### src/rtl/serial_subtractor_pkg.sv
// Shared types and constants for the bit-serial subtractor.
// Holds the controller state encoding and the default operand width.
// Build option: SERIAL_SUB_OVF_EN adds a signed-overflow result flag.
package serial_sub_pkg;

   // Controller states; encodings are fixed so waveforms stay readable.
   typedef enum logic [1:0] {
      IDLE  = 2'd0,
      SHIFT = 2'd1,
      DONE  = 2'd2
   } state_t;

   // Default operand/result width.
   localparam int DEFAULT_WIDTH = 4;

   // Width of a counter that can hold the values 0..w.
   function automatic int cnt_width(input int w);
      return $clog2(w + 1);
   endfunction

endpackage

### src/rtl/serial_subtractor_if.sv
// Operand/result handshake bundle for serial_subtractor.
// master = producer of operands and consumer of results; slave = the subtractor.
// Build option: SERIAL_SUB_OVF_EN adds the ovf result bit.
interface serial_subtractor_if
   import serial_sub_pkg::*;
#(
   parameter int WIDTH = DEFAULT_WIDTH
);

   // Operand channel
   logic             in_valid;
   logic             in_ready;
   logic             bin;
   logic [WIDTH-1:0] a;
   logic [WIDTH-1:0] b;

   // Result channel
   logic             out_valid;
   logic             out_ready;
   logic             bout;
   logic [WIDTH-1:0] diff;
`ifdef SERIAL_SUB_OVF_EN
   logic             ovf;
`endif

   modport master (
      output in_valid, bin, a, b, out_ready,
      input  in_ready, out_valid, bout, diff
`ifdef SERIAL_SUB_OVF_EN
      , input ovf
`endif
   );

   modport slave (
      input  in_valid, bin, a, b, out_ready,
      output in_ready, out_valid, bout, diff
`ifdef SERIAL_SUB_OVF_EN
      , output ovf
`endif
   );

endinterface

### src/rtl/serial_subtractor_full_subtractor.sv
// One-bit full subtractor cell: d = x - y - z, bo = borrow out.
// Latency: purely combinational, zero cycles.
// Backpressure: none, no state.
module full_subtractor (
   input  logic x,
   input  logic y,
   input  logic z,
   output logic d,
   output logic bo
);

   assign d  = x ^ y ^ z;
   assign bo = (~x & y) | (~x & z) | (y & z);

endmodule

### src/rtl/serial_subtractor.sv
// Bit-serial WIDTH-bit subtractor: {bout, diff} = a - b - bin, LSB first, one bit per clock.
// Latency: result valid WIDTH edges after the operand accept edge; one op per WIDTH+2 cycles at best.
// Backpressure: operands taken only in IDLE; result and flags held in DONE until out_ready.
// Build option: SERIAL_SUB_OVF_EN adds bus.ovf, the signed two's-complement overflow flag.
module serial_subtractor
   import serial_sub_pkg::*;
#(
   parameter int WIDTH = DEFAULT_WIDTH
) (
   input  logic              clk,
   input  logic              rst,
   output logic              busy,
   serial_subtractor_if.slave bus
);

   localparam int                CNT_W    = cnt_width(WIDTH);
   localparam logic [CNT_W-1:0]  LAST_CNT = CNT_W'(WIDTH - 1);

   state_t             state_q,  state_d;
   logic [WIDTH-1:0]   a_sh_q,   a_sh_d;
   logic [WIDTH-1:0]   b_sh_q,   b_sh_d;
   logic               borrow_q, borrow_d;
   logic [CNT_W-1:0]   cnt_q,    cnt_d;
   logic [WIDTH-1:0]   diff_q,   diff_d;
   logic               bout_q,   bout_d;
`ifdef SERIAL_SUB_OVF_EN
   logic               a_msb_q,  a_msb_d;
   logic               b_msb_q,  b_msb_d;
   logic               ovf_q,    ovf_d;
`endif

   logic               fs_d;
   logic               fs_bo;

   // The single subtractor cell, reused on every SHIFT cycle.
   full_subtractor u_fs (
      .x  (a_sh_q[0]),
      .y  (b_sh_q[0]),
      .z  (borrow_q),
      .d  (fs_d),
      .bo (fs_bo)
   );

   // Next-state and datapath: load in IDLE, one bit per edge in SHIFT, hold in DONE.
   always_comb begin
      state_d  = state_q;
      a_sh_d   = a_sh_q;
      b_sh_d   = b_sh_q;
      borrow_d = borrow_q;
      cnt_d    = cnt_q;
      diff_d   = diff_q;
      bout_d   = bout_q;
`ifdef SERIAL_SUB_OVF_EN
      a_msb_d  = a_msb_q;
      b_msb_d  = b_msb_q;
      ovf_d    = ovf_q;
`endif
      unique case (state_q)
         IDLE: begin
            if (bus.in_valid) begin
               a_sh_d   = bus.a;
               b_sh_d   = bus.b;
               borrow_d = bus.bin;
               cnt_d    = '0;
               state_d  = SHIFT;
`ifdef SERIAL_SUB_OVF_EN
               a_msb_d  = bus.a[WIDTH-1];
               b_msb_d  = bus.b[WIDTH-1];
`endif
            end
         end
         SHIFT: begin
            // New bit enters at the MSB so after WIDTH shifts bit 0 is the LSB result.
            diff_d   = {fs_d, diff_q[WIDTH-1:1]};
            a_sh_d   = a_sh_q >> 1;
            b_sh_d   = b_sh_q >> 1;
            borrow_d = fs_bo;
            cnt_d    = cnt_q + CNT_W'(1);
            if (cnt_q == LAST_CNT) begin
               bout_d  = fs_bo;
               state_d = DONE;
`ifdef SERIAL_SUB_OVF_EN
               // fs_d becomes the result MSB on this same edge.
               ovf_d   = (a_msb_q != b_msb_q) && (fs_d != a_msb_q);
`endif
            end
         end
         DONE: begin
            if (bus.out_ready) begin
               state_d = IDLE;
            end
         end
         default: begin
            state_d = IDLE;
         end
      endcase
   end

   // State register; synchronous reset discards any partial result.
   always_ff @(posedge clk) begin
      if (rst) begin
         state_q  <= IDLE;
         a_sh_q   <= '0;
         b_sh_q   <= '0;
         borrow_q <= 1'b0;
         cnt_q    <= '0;
         diff_q   <= '0;
         bout_q   <= 1'b0;
`ifdef SERIAL_SUB_OVF_EN
         a_msb_q  <= 1'b0;
         b_msb_q  <= 1'b0;
         ovf_q    <= 1'b0;
`endif
      end else begin
         state_q  <= state_d;
         a_sh_q   <= a_sh_d;
         b_sh_q   <= b_sh_d;
         borrow_q <= borrow_d;
         cnt_q    <= cnt_d;
         diff_q   <= diff_d;
         bout_q   <= bout_d;
`ifdef SERIAL_SUB_OVF_EN
         a_msb_q  <= a_msb_d;
         b_msb_q  <= b_msb_d;
         ovf_q    <= ovf_d;
`endif
      end
   end

   // Handshake and status outputs decode straight from the state register.
   assign bus.in_ready  = (state_q == IDLE);
   assign bus.out_valid = (state_q == DONE);
   assign busy          = (state_q != IDLE);
   assign bus.diff      = diff_q;
   assign bus.bout      = bout_q;
`ifdef SERIAL_SUB_OVF_EN
   assign bus.ovf       = ovf_q;
`endif

   // A presented result must not move until it is taken.
   a_result_stable: assert property (
      @(posedge clk) disable iff (rst)
      (bus.out_valid && !bus.out_ready) |=>
         (bus.out_valid && $stable(bus.diff) && $stable(bus.bout))
   );

   // Operands and results never share a cycle.
   a_no_overlap: assert property (
      @(posedge clk) disable iff (rst)
      !(bus.in_ready && bus.out_valid)
   );

endmodule

### src/flat_wrapper.sv
// flat-port wrapper written by rule: the top's interface ports become plain ports
module serial_subtractor_flat import serial_sub_pkg::*;
#(
   parameter int WIDTH = DEFAULT_WIDTH
)
  (clk, rst, busy, bus_in_valid, bus_bin, bus_a, bus_b, bus_out_ready, bus_in_ready, bus_out_valid, bus_bout, bus_diff);
  serial_subtractor_if #(.WIDTH(WIDTH)) bus_i ();
  input  logic clk;
  input  logic rst;
  output logic busy;
  input wire logic [$bits(bus_i.in_valid)-1:0] bus_in_valid;
  input wire logic [$bits(bus_i.bin)-1:0] bus_bin;
  input wire logic [$bits(bus_i.a)-1:0] bus_a;
  input wire logic [$bits(bus_i.b)-1:0] bus_b;
  input wire logic [$bits(bus_i.out_ready)-1:0] bus_out_ready;
  output wire logic [$bits(bus_i.in_ready)-1:0] bus_in_ready;
  output wire logic [$bits(bus_i.out_valid)-1:0] bus_out_valid;
  output wire logic [$bits(bus_i.bout)-1:0] bus_bout;
  output wire logic [$bits(bus_i.diff)-1:0] bus_diff;
  assign bus_i.in_valid = bus_in_valid;
  assign bus_i.bin = bus_bin;
  assign bus_i.a = bus_a;
  assign bus_i.b = bus_b;
  assign bus_i.out_ready = bus_out_ready;
  assign bus_in_ready = bus_i.in_ready;
  assign bus_out_valid = bus_i.out_valid;
  assign bus_bout = bus_i.bout;
  assign bus_diff = bus_i.diff;
  serial_subtractor #(.WIDTH(WIDTH)) u_core (.clk(clk), .rst(rst), .busy(busy), .bus(bus_i));
endmodule
### config.mk
export PLATFORM = sky130hd
export DESIGN_NAME = serial_subtractor_flat
export DESIGN_NICKNAME = d
export VERILOG_FILES = /design/src/rtl/serial_subtractor_pkg.sv /design/src/rtl/serial_subtractor_if.sv /design/src/rtl/serial_subtractor_full_subtractor.sv /design/src/rtl/serial_subtractor.sv /design/src/flat_wrapper.sv
export SDC_FILE = /design/constraint.sdc
export NUM_CORES = 1
export LEC_CHECK = 0
export CAP_MARGIN = 40
export CORE_MARGIN = 2
export CORE_UTILIZATION = 47
export CTS_CLUSTER_SIZE = 16
export DETAILED_ROUTE_END_ITERATION = 7
export PLACE_DENSITY_LB_ADDON = 0.25
export SYNTH_ARGS = -nofsm -noshare
export SYNTH_HDL_FRONTEND = slang
export SYNTH_HIERARCHICAL = 1
export SYNTH_SLANG_ARGS = --single-unit
### constraint.sdc
create_clock -name clk -period 1.4 [get_ports clk]
set_input_delay 0.35 -clock clk [delete_from_list [all_inputs] [get_ports clk]]
set_output_delay 0.35 -clock clk [all_outputs]
set_load 0.01 [all_outputs]
==> summary.md, run 1 <==
- 1.37 ns — time the final worst path needs with I/O delays and setup
- 4.97 — average vias per placed instance
- 1 — maximum level of the CTS H-tree
- dfxtp_1, clkdlybuf4s50_1, inv_1 — commonest cells after routing, fill and taps aside
- 1760 sq um — Std-Cell Core Area
- 47.8 microns — Die W
- 47.8 microns — chip height
- 1210 sq um — final design area excluding fillers
- 12 — pin count of the biggest net entering global routing
- 42.3% — share of the synthesized area in the top cell type
- 115 — synthesized netlist net count
- 0.468 ns — worst-case hold slack
- 0 — antenna violations before repair
- 51.0% — initial core utilization
- 15 — Rows
- buf_6 — dominant cell type by count on the critical path
- 3 — total stage count of the critical path
- 98.1% — final worst-path cycle share
- 24.2% — fraction of layout instances using a drive strength above 1
- 2 — sum of buffers and inverters on the critical path
- 42.3% — Seq/Total Area, Yosys
- 6 — number of synthesis warnings
- 9.09 sq um — Mean Syn Cell Area
- 0 — overflow left after global routing
- 2 — maximum number of buffers from clock root to sink
- 0 — Post-synth EDFFs
- 12.1 microns — routed len/inst
- flop to primary output — worst setup path class
- 0 — Post-CTS Hold Buffers
- 0 — final hold viol count
- 6 — number of DRC markers in iteration 0
- 2 — worst hold path depth
- 0.503 nW — cell leakage power
- 0.00109 W — Total Power Consumption
- 0.799 — routability-driven placement congestion ratio
- 34.4% — synth-to-layout area growth
- flip-flops — Worst path top cell family by delay
- dfxtp_4 — slowest CP cell
- 0 — diode insertion count for antenna repair
- 912 microns — routed length on met1
- 31 — synth unique cells
- buf_6, nor2b_4, buf_6 — cells traversed along the worst timing path
- 728 MHz — top achievable clock speed
- 2280 sq um — area of the die
- 0.659 mV — maximum resistive drop on vdd
- 0 — number of failing setup endpoints in the final timing report
- built — CTS tree
- 857 microns — Detail Route met2 WL
- -0.0738 ns — worst setup slack before clock tree synthesis
- 0 — ANT nets after route
- 20 — number of I/O port buffers
- 1.05 ns — Required @ worst endpoint
- 1150 sq um — placed cell area
- 0.10 ns — post-CTS clock slew at the launch and capture registers of the worst setup and hold paths
- met4 — topmost layer with routed signal wires
- 4 — Detailed Routing Iterations Pass 1
- 1860 microns — detailed-route wire length
- 0% — proportion of register bits with asynchronous set or reset after synthesis
- 0.38 ns — maximum cell stage delay along the critical path
- dfxtp_1 — post-synthesis cell type with the largest combined area
- 145 — final net count
- 82 microns — Met3 Wirelength
- 19 — #FFs+latches synth
- 81.7% — max_slew headroom
- 99 — synthesized instance count
- 0 — max-capacitance violation count
- 760 — vias
- 0.0259 ns — Final Worst Setup Slack
- dfxtp_1 — most instantiated flip-flop cell in the synthesis netlist
- flop — CP startpoint kind
- flop to flop — worst min path class
- dfxtp_1 — most common cell after layout, fill and taps aside
- 1.02 ns — endpoint arrival time on the critical path
- 900 sq um — Netlist Area Pre-Place
- 0.0143 ns — worst clock skew on the final layout
- 0.274 ns — actual transition at the worst max-transition pin
- 17.7% — global-route usage over all layers
- 6 — depth of the worst register-to-register path
- 2850 microns — global-route wire length before repair
- 0 — number of remaining DRC errors
- 2 — worst-path fanout max
- 19 — number of sinks driven by the clock tree
- primary output — CP Capture Type
- dfxtp_1, o221a_1, a21oi_1, inv_1, nand2_1 — top cells by area in the synthesized netlist
- finished clean — result of the run
- true — unrepaired setup endpoints after global routing
- 900 nW/um^2 — power per unit of standard cell area
- clkbuf_4 — buffer cell driving the clock tree root
- 693 — number of global-route vias before repair
- 21 — I/O pins
- 3 — number of buffers created by CTS
- 0.30 ns — clock latency reported for the late side of the worst-skew pair
- 1350 microns — post-DP HPWL
- 0 — number of pins exceeding their max-slew limit in the final report
[path summary, 6_finish.rpt]
check                                      start                            end  slack, ns
hold / removal      u_core/bus.bout$_SDFFE_PP0P_   u_core/bus.bout$_SDFFE_PP0P_       0.47
setup / recovery  u_core/state_q[1]$_SDFFE_PP0P_                  bus_out_valid       0.03
hold reg to reg     u_core/bus.bout$_SDFFE_PP0P_   u_core/bus.bout$_SDFFE_PP0P_       0.47
setup reg to reg  u_core/state_q[0]$_SDFFE_PP0P_  u_core/b_sh_q[1]$_SDFFE_PP0P_       0.09
[per-stage QoR]
stage | setup TNS [ns] | utilization, % | instances
6_report | 0 | 68.5 | 153
3_3_place_gp | -0.253 | 65.5 | 147
2_1_floorplan | 0 | - | 99
3_5_place_dp | -0.428 | 65.5 | 147
5_1_grt | -0.0535 | 68.5 | 153
4_1_cts | 0 | 67.7 | 153
[tightest hold or removal path, cell delays in order, from the launching register on]
cell and delay, ns:
dfxtp_1 0.32, nand2_1 0.05, a21oi_1 0.06
[cells in the mapped netlist (2+ instances only)]
| cell type | count |
|---|---|
| dfxtp_1 | 19 |
| inv_1 | 12 |
| a21oi_1 | 10 |
| nand2_1 | 10 |
| nor2_1 | 10 |
| o221a_1 | 5 |
| a21oi_2 | 3 |
| a32oi_1 | 2 |
| buf_2 | 2 |
| buf_6 | 2 |
| ha_1 | 2 |
| nor2_2 | 2 |
| o21a_1 | 2 |
[cell families (layout without fill, tap and decap cells)]
family                   after synthesis  in the layout  share of synthesized area (%)
AND/OR/NAND/NOR                       30             30                           16.3
AO/OA/AOI/OAI                         28             28                           25.5
flip-flops                            19             19                           42.3
buffers and inverters                 18             47                           9.87
adder cells (fa/ha/maj)                3              3                           5.01
multiplexers                           1              1                           1.11
[power by group]
part | internal (W) | switching, W | leakage, nW
logic | 0.000115 | 0.000100 | 0.328
clock network | 0.000106 | 0.000171 | 0.0177
registers | 0.000572 | 0.0000231 | 0.157
total | 0.000793 | 0.000294 | 0.503
[sequential cells by signal, indices dropped and copies added, names as in the netlist]
name	count
u_core/bus.bout	1
u_core/bus.diff	4
u_core/cnt_q	3
u_core/borrow_q	1
u_core/a_sh_q	4
u_core/b_sh_q	4
u_core/state_q	2
[per-layer routing]
metal  vias up  global-route usage, %
met3         2                   3.40
met2        14                   29.9
li1        395                      -
met4         0                   4.86
met5         -                      0
met1       349                   23.0
[area by class of cell]
class | count | area [sq um]
clock buffer | 3 | 22.5
clock inverter | 1 | 5.00
sequential | 19 | 385
fill | 151 | 556
timing repair buffer | 31 | 277
inverter | 12 | 45.0
multi-input combinational | 62 | 443
tap | 25 | 31.3
[repair_timing]
item | in CTS | in global routing
gates resized for setup | 16 | 6
setup endpoints to repair | 8 | 8
setup buffers | 2 | 0
Power figures use the tool's default switching activity.
==> inputs of run 2 (changes only) <==
- CORE_UTILIZATION: 47 -> 48
- PLACE_DENSITY: unset -> 0.75
- PLACE_DENSITY_LB_ADDON: 0.25 -> unset
- SYNTH_HIERARCHICAL: 1 -> unset
==> run 2 against run 1 <==
  * Sequential power is essentially flat
  * Highest routed layer unchanged
  * Critical endpoint is now bus_in_ready
  * Sequential share of layout area rose by 0.33 points
  * Cell area decreased by 1.7%
  * Largest power group unchanged
==> summary.md, run 2 <==
- finished clean — result of the run
- 102 — synthesized netlist net count
- u_core.bus.diff[0]$_SDFFE_PP0P_ — Reg-to-Reg End
- 15 — Rows
- 905 sq um — Netlist Area Pre-Place
- 19 — number of sinks driven by the clock tree
- 0.29 ns — clock latency reported for the late side of the worst-skew pair
- 140 — post-layout instance count excluding filler cells
- 11.7 microns — routed len/inst
- 42.0% — Seq/Total Area, Yosys
- true — unrepaired setup endpoints after global routing
- 0.505 nW — cell leakage power
- 17.8% — global-route usage over all layers
- 691 — vias
- 79.0% — max_slew headroom
- built — CTS tree
- 3 — total stage count of the critical path
- 98.7% — final worst-path cycle share
- or2_4, inv_2, buf_6 — cells traversed along the worst timing path
- 0 — ANT nets after route
- 622 — number of global-route vias before repair
- 0.708 — routability-driven placement congestion ratio
- 1750 sq um — Std-Cell Core Area
- 135 — Cell Count Post-Placement
- 19 — #FFs+latches synth
- 0 — final hold viol count
- flip-flops — Worst path top cell family by delay
- 42.0% — share of the synthesized area in the top cell type
- 47.4 microns — Die W
- 21 — I/O pins
- 0 — number of remaining DRC errors
- 51.8% — initial core utilization
- 0.00596 ns — worst clock skew on the final layout
- 26 — synth unique cells
- 2 — sum of buffers and inverters on the critical path
- 0 ns — setup_tns
- 1 — maximum level of the CTS H-tree
- dfxtp_1, mux2i_1, a211oi_2, nor2_1, a22oi_1 — top cells by area in the synthesized netlist
- dfxtp_1 — most instantiated flip-flop cell in the synthesis netlist
- 0.10 ns — post-CTS clock slew at the launch and capture registers of the worst setup and hold paths
- 3 — number of buffers created by CTS
- 20 — number of I/O port buffers
- 4.94 — average vias per placed instance
- 14 — pin count of the biggest net entering global routing
- 0 — number of failing setup endpoints in the final timing report
- 0 — overflow left after global routing
- dfxtp_1 — most repeated cell in the gate-level netlist after synthesis
- 27.8% — fraction of layout instances using a drive strength above 1
- dfxtp_1 — post-synthesis cell type with the largest combined area
- 86 — synthesized instance count
- 5 — number of DRC markers in iteration 0
- 906 nW/um^2 — power per unit of standard cell area
- 1.05 ns — Required @ worst endpoint
- 0 — number of synthesis warnings
- 2670 microns — global-route wire length before repair
- clkbuf_4 — buffer cell driving the clock tree root
- 47.4 microns — chip height
- 31.4% — synth-to-layout area growth
- 1.38 ns — time the final worst path needs with I/O delays and setup
- dfxtp_1, nor2_1, clkdlybuf4s50_1 — commonest cells after routing, fill and taps aside
- 132 — final net count
- dfxtp_1, nor2_1, mux2i_1 — top post-synthesis cells by count
- 0.12 ns — reg2reg setup slack
- u_core.state_q[0]$_SDFFE_PP0P_ — worst reg2reg startpoint
- bus_in_ready — Critical Path End
- 10.5 sq um — Mean Syn Cell Area
- flop to primary output — worst setup path class
- 1630 microns — detailed-route wire length
- flop — CP startpoint kind
- 3 — worst-path fanout max
- primary output — CP Capture Type
- 0 — diode insertion count for antenna repair
- 0 — antenna violations before repair
- 0.314 ns — actual transition at the worst max-transition pin
- dfxtp_1 — most common cell after layout, fill and taps aside
- 1.03 ns — endpoint arrival time on the critical path
- u_core.state_q[1]$_SDFFE_PP0P_ — first element of the critical path
- 0 — Post-synth EDFFs
- 0% — proportion of register bits with asynchronous set or reset after synthesis
- 6 — depth of the worst register-to-register path
- flop to flop — worst min path class
- dfxtp_2 — slowest CP cell
- 2 — Detailed Routing Iterations Pass 1
- 0.636 mV — maximum resistive drop on vdd
- 2 — maximum number of buffers from clock root to sink
- 0.34 ns — maximum cell stage delay along the critical path
- 0 — max-capacitance violation count
- 1270 microns — post-DP HPWL
- 0 — number of pins exceeding their max-slew limit in the final report
- 724 MHz — top achievable clock speed
- 2250 sq um — area of the die
## run 2: changes by cell type in the layout (fill, tap and decap cells not counted), sizes merged, moves of 2 or more
cell    before  now
a211oi       1    7
o21a         2    0
a22oi        1    4
nand2       10    1
nor2        13   16
a21oi       13    2
mux2i        1   11
o221a        5    0
a221oi       2    0
nor3b        0    3
a32oi        2    0
inv         12    5
## run 2: cells by family after synthesis
kind of cell | after synthesis | share of synthesized area, %
AOI/OAI and AO/OA | 15 | 16.7
adders and majority gates | 3 | 4.98
buffers and inverters | 10 | 7.47
DFF | 19 | 42.0
muxes | 11 | 12.2
and+or+nand+nor | 28 | 16.6
## run 2: final cells by class
type | instances | area [sq um]
clock buffers | 4 | 26.3
fillers | 144 | 557
inverters | 5 | 18.8
multi-input cells | 57 | 459
flip-flops and latches | 19 | 383
well taps | 25 | 31.3
repair buffers | 30 | 270
## run 2: what timing repair did
action	CTS	global route
gates resized for setup	21	3
pin swaps	0	1
setup buffers	1	0
hold buffers	0	0
endpoints found under the hold margin	0	0
endpoints found under the setup margin	8	3
## run 2: worst min path at each step
stage / start / endpoint / slack (ns) / cells after the start
finish: u_core.bus.bout$_SDFFE_PP0P_ / u_core.bus.bout$_SDFFE_PP0P_ / 0.46 / 2
global route: u_core.bus.bout$_SDFFE_PP0P_ / u_core.bus.bout$_SDFFE_PP0P_ / 0.48 / 2
CTS: u_core.bus.bout$_SDFFE_PP0P_ / u_core.bus.bout$_SDFFE_PP0P_ / 0.46 / 2
detailed placement: u_core.bus.bout$_SDFFE_PP0P_ / u_core.bus.bout$_SDFFE_PP0P_ / 0.44 / 2
global placement: u_core.bus.bout$_SDFFE_PP0P_ / u_core.bus.bout$_SDFFE_PP0P_ / 0.44 / 2
floorplan: u_core.a_sh_q[3]$_SDFFE_PP0P_ / u_core.a_sh_q[3]$_SDFFE_PP0P_ / 0.48 / 2
## run 2: through the flow
step / cell area, sq um / total power, W / utilization, % / hold slack, ns / setup slack, ns
floorplan: 905 / 0.000745 / - / 0.477 / 0.238
global placement: 1150 / 0.000817 / 66.2 / 0.445 / -0.140
detailed placement: 1150 / 0.000823 / 66.2 / 0.445 / -0.160
CTS: 1180 / 0.00110 / 67.4 / 0.457 / -0.00845
global route: 1190 / 0.00114 / 68.1 / 0.481 / -0.0326
finish: 1190 / 0.00108 / 68.1 / 0.455 / 0.0186
## run 2: metal layers
metal | GRT usage (%) | routed length, microns | vias to the layer above
met5 | 0 | 0 | -
met4 | 10.0 | 14 | 0
met3 | 4.53 | 60 | 2
met2 | 29.2 | 834 | 8
met1 | 21.2 | 722 | 323
li1 | - | - | 358
## run 2: power breakdown
part,switching (W),internal [W]
logic,0.0000976,0.000122
clock network,0.000155,0.000111
registers,0.0000204,0.000572
total,0.000273,0.000805
## run 2: worst register-to-register path, cell delays in order (launching register included)
cell and delay [ns]:
dfxtp_2 0.35, buf_4 0.11, buf_4 0.13, nor2b_1 0.13
buf_4 0.19, mux2i_1 0.23, nor2_1 0.05
